### src/rtl/register_file_dump_reader.sv
// Sequential register-file dump reader: walks an address range through one read port and
// streams each word with its address. Optional running checksum output: DUMP_CHECKSUM_EN.
module register_file_dump_reader #(
    parameter int unsigned W = 16
) (
    input  logic         clk,
    input  logic         reset_synchronous,
    input  logic         start,
    input  logic [3:0]   inp_first_address,
    input  logic [3:0]   inp_last_address,
    output logic [3:0]   out_read_address,
    input  logic [W-1:0] inp_read_data,
    output logic [W-1:0] out_data,
    output logic [3:0]   out_address,
    output logic         out_valid,
    input  logic         inp_ready,
    output logic         out_busy,
    output logic         out_done
`ifdef DUMP_CHECKSUM_EN
    ,
    output logic [W-1:0] out_checksum
`endif
);

    typedef enum logic [1:0] {StIdle, StCapture, StPresent, StDone} state_e;

    state_e     state_q;
    logic [3:0] cur_q;
    logic [3:0] last_q;

    // The read port follows the walk pointer; data is sampled on the CAPTURE edge.
    assign out_read_address = cur_q;

    always_ff @(posedge clk) begin
        if (reset_synchronous) begin
            state_q     <= StIdle;
            cur_q       <= 4'd0;
            last_q      <= 4'd0;
            out_data    <= '0;
            out_address <= 4'd0;
            out_valid   <= 1'b0;
            out_busy    <= 1'b0;
            out_done    <= 1'b0;
`ifdef DUMP_CHECKSUM_EN
            out_checksum <= '0;
`endif
        end else begin
            out_done <= 1'b0;
            unique case (state_q)
                StIdle: begin
                    if (start) begin
                        cur_q    <= inp_first_address;
                        last_q   <= inp_last_address;
                        out_busy <= 1'b1;
                        state_q  <= StCapture;
`ifdef DUMP_CHECKSUM_EN
                        out_checksum <= '0;
`endif
                    end
                end
                StCapture: begin
                    out_data    <= inp_read_data;
                    out_address <= cur_q;
                    out_valid   <= 1'b1;
                    state_q     <= StPresent;
                end
                StPresent: begin
                    if (inp_ready) begin
                        out_valid <= 1'b0;
`ifdef DUMP_CHECKSUM_EN
                        out_checksum <= out_checksum + out_data;
`endif
                        if (cur_q == last_q) begin
                            out_busy <= 1'b0;
                            out_done <= 1'b1;
                            state_q  <= StDone;
                        end else begin
                            // 4-bit increment wraps 15 -> 0 for ranges with last < first.
                            cur_q   <= cur_q + 4'd1;
                            state_q <= StCapture;
                        end
                    end
                end
                StDone: begin
                    state_q <= StIdle;
                end
                default: begin
                    state_q <= StIdle;
                end
            endcase
        end
    end

endmodule

### config.mk
export PLATFORM = sky130hd
export DESIGN_NAME = register_file_dump_reader
export DESIGN_NICKNAME = d
export VERILOG_FILES = /design/src/rtl/register_file_dump_reader.sv
export SDC_FILE = /design/constraint.sdc
export NUM_CORES = 1
export LEC_CHECK = 0
export CORE_MARGIN = 1.5
export CORE_UTILIZATION = 42
export DETAILED_ROUTE_END_ITERATION = 8
export GPL_ROUTABILITY_DRIVEN = 0
export GPL_TIMING_DRIVEN = 0
export PLACE_DENSITY = 0.75
export SLEW_MARGIN = 10
export SYNTH_ARGS = -nofsm -noshare
export SYNTH_HDL_FRONTEND = slang
export SYNTH_SLANG_ARGS = --single-unit
### constraint.sdc
create_clock -name clk -period 1.8 [get_ports clk]
set_input_delay 0.18 -clock clk [delete_from_list [all_inputs] [get_ports clk]]
set_output_delay 0.18 -clock clk [all_outputs]
set_load 0.02 [all_outputs]
==> out/qor.csv <==
stage,metric,value,unit
status,status,completed,
floorplan,IO Count,55,
synth,XOR/XNOR Fraction of Synth Area,0.0307,
worst_setup_path,Worst EP arrival,1.52,ns
power_and_ir_drop,Pleak,0.738,nW
route,wire per inst,12.4,um
timing,Max Slew Vio Count,0,
timing,hold slack,0.233,ns
layout,ant diodes,0,
job,maxcap violations,0,
worst_setup_path,CP Launch Type,register,
layout,Area growth syn-to-layout,47.4,%
worst_setup_path,CP Class,register to primary output,
floorplan,std cell rows,20,
synth,Post-Synth Simple-Gate Area,0.241,
timing,"Hold Vio Cnt, Final",0,
clock_network,H-tree levels,2,
global_route,layer carrying the most global-route usage,met2,
synth,sequential area share after synthesis,0.477,
power_and_ir_drop,internal cell power,1.21,mW
route,Antenna Nets Post-Route,0,
floorplan,core footprint,3100,sq um
worst_setup_path,crit-path cells,clkdlybuf4s50_1,
route,via count,1276,
synth,syn_nets,190,
layout,fillers,281,
worst_setup_path,CP Max Fanout,7,
route,Starting DRT DRC Count,29,
timing,period utilization,0.946,
floorplan,Die H,60.4,um
power_and_ir_drop,Pwr per Cell Area,838,nW/um^2
floorplan,die area,3650,sq um
route,vias per inst,4.80,
layout,"commonest non-fill, non-tap cells in the layout","clkdlybuf4s50_1, nand2_1, dfxtp_1",
clock_network,post_cts resized,0,
synth,main flop type after synthesis,dfxtp_1,
clock_network,clk_lat worst skew,0.34,ns
layout,post-route cell area,2040,sq um
layout,layout cell share with drive strength beyond 1,0.0856,
route,DR pass1 iterations,4,
synth,Mapped Cells,161,
synth,YS warnings,0,
worst_setup_path,"Buf+Inv Stages, Crit Path",1,
timing,final setup TNS,0,ns
synth,Adder-Cell Fraction of Synth Area,0.00904,
placed_design,Detailed Place HPWL,2520,um
global_route,total track usage,0.196,
synth,post-synthesis cell type count,31,
synth,synthesized area per cell,8.60,sq um
timing,Max-slew headroom,0.651,
global_route,vias in the first global route,1225,
global_route,first-pass GRT wire length,5260,um
worst_setup_path,"CP delay by family, top",buffers and inverters,
layout,Post-Layout Cell Count,266,
clock_network,CTS buffer count,5,
power_and_ir_drop,Comb pwr share,0.242,
global_route,initial antenna violation count,0,
clock_network,CTS tree,built,
layout,Nets,250,
synth,Synth Area in Compound Gates,0.150,
power_and_ir_drop,sw frac,0.291,
worst_setup_path,Max stage delay on crit path,0.67,ns
worst_setup_path,slowest CP cell,clkdlybuf4s50_1,
synth,async set-reset flop share out of synthesis,0,
worst_setup_path,Critical Path RT,1.62,ns
global_route,global-route met1 utilization,0.230,
floorplan,die width,60.4,um
global_route,grt ovf,0,
power_and_ir_drop,Psw,497,uW
synth,mux cell area share after synthesis,0.0434,
power_and_ir_drop,Seq pwr share,0.480,
timing,minimum clock period,1.70,ns
clock_network,"Clk pin slew, worst setup/hold paths",0.11,ns
clock_network,post-CTS setup repair buffer count,0,
layout,register area,661,sq um
clock_network,TritonCTS Sinks,33,
route,final WL,3290,um
timing,clk_skew,0.0129,ns
clock_network,CTS root buffer,clkbuf_4,
layout,Layout Utilization,0.657,
layout,area of the multi-input gates,656,sq um
synth,Post-Syn Area,1380,sq um
global_route,GR Util met2,0.340,
global_route,GRT met3 Usage,0.0405,
clock_network,Max Root-Sink Buffers,2,
worst_setup_path,CP endpoint kind,primary output,
timing,Max Freq,587,MHz
global_route,largest net degree at the start of global routing,11,
hold_path,Hold Path Class,primary input to register,
placed_design,Placed Area,1970,sq um
route,drt drc,0,
floorplan,Initial Util,0.446,
synth,"EDFF count, synth",0,
placed_design,Buffers on Ports,53,
timing,RSZ-0062 raised after global routing,false,
synth,combinational family with the most area after synthesis,simple AND/OR/NAND/NOR gates,
placed_design,dpl cells,258,
timing,Worst Tran Pin Value,0.509,ns
power_and_ir_drop,VDD IR max,0.451,mV
layout,"most common cell after layout, fill and taps aside",clkdlybuf4s50_1,
clock_network,hold_buf cts,0,
synth,"FF+latch count, synth",33,
timing,final setup vio count,0,
power_and_ir_drop,Clock power frac,0.278,
==> state kept, by name, summed over array words and instances, names as in the netlist <==
| name | flops |
|---|---|
| out_valid | 1 |
| state_q | 2 |
| out_done | 1 |
| out_read_address | 4 |
| out_address | 4 |
| last_q | 4 |
| out_data | 16 |
| out_busy | 1 |
==> worst paths after layout <==
path	end	slack (ns)	cells after the start	startpoint
max	out_read_address[2]	0.1	1	out_read_address[2]
min reg2reg	out_data[0]	0.46	2	out_data[0]
max reg2reg	out_read_address[1]	0.22	6	state_q[0]
min	out_valid	0.23	2	reset_synchronous
==> cells by family after synthesis <==
family / Yosys count
muxes: 6
buffers and inverters: 13
AOI/OAI and AO/OA: 33
adders and majority gates: 1
and+or+nand+nor: 71
xor gates and xnor gates: 4
DFF: 33
==> power by group through the flow <==
stage / Clock, mW / Combinational, mW / Sequential [mW]
3_3_place_gp: 0 / 0.403 / 0.834
3_5_place_dp: 0 / 0.416 / 0.838
6_report: 0.474 / 0.414 / 0.820
2_1_floorplan: 0 / 0.196 / 0.878
4_1_cts: 0.480 / 0.417 / 0.820
5_1_grt: 0.516 / 0.452 / 0.828
==> area by class of cell <==
type / count / area share
sequential: 33 / 0.324
multi-input combinational: 115 / 0.321
timing repair buffer: 53 / 0.260
clock buffer: 7 / 0.0319
buffer: 11 / 0.0294
tap: 44 / 0.0270
inverter: 2 / 0.00368
clock inverter: 1 / 0.00245
==> per-stage QoR <==
step	total power, mW	worst slack [ns]
floorplan	1.07	0.322
global placement	1.24	0.159
detailed placement	1.25	0.113
CTS	1.72	0.0854
global route	1.80	0.0260
finish	1.71	0.0972
==> layer usage <==
layer  share of wire  up-vias
met5               0        -
met4           0.019        0
met3           0.041        8
met2            0.50       33
met1            0.44      580
li1                -      655
==> cell usage after synthesis (2+ instances only) <==
library cell / n / area share
nand2b_1: 2 / 0.0090
xnor2_1: 3 / 0.019
a211oi_1: 3 / 0.016
nor3_1: 3 / 0.011
dfxtp_1: 33 / 0.48
nor2_1: 10 / 0.027
clkbuf_1: 7 / 0.019
nand2_1: 44 / 0.12
nand3_1: 3 / 0.011
inv_1: 2 / 0.0054
nor2b_1: 2 / 0.0090
buf_6: 2 / 0.016
mux2i_1: 6 / 0.043
a21oi_1: 23 / 0.083
o21ai_0: 2 / 0.0072
Note: power is estimated with default switching activity, not from simulation.
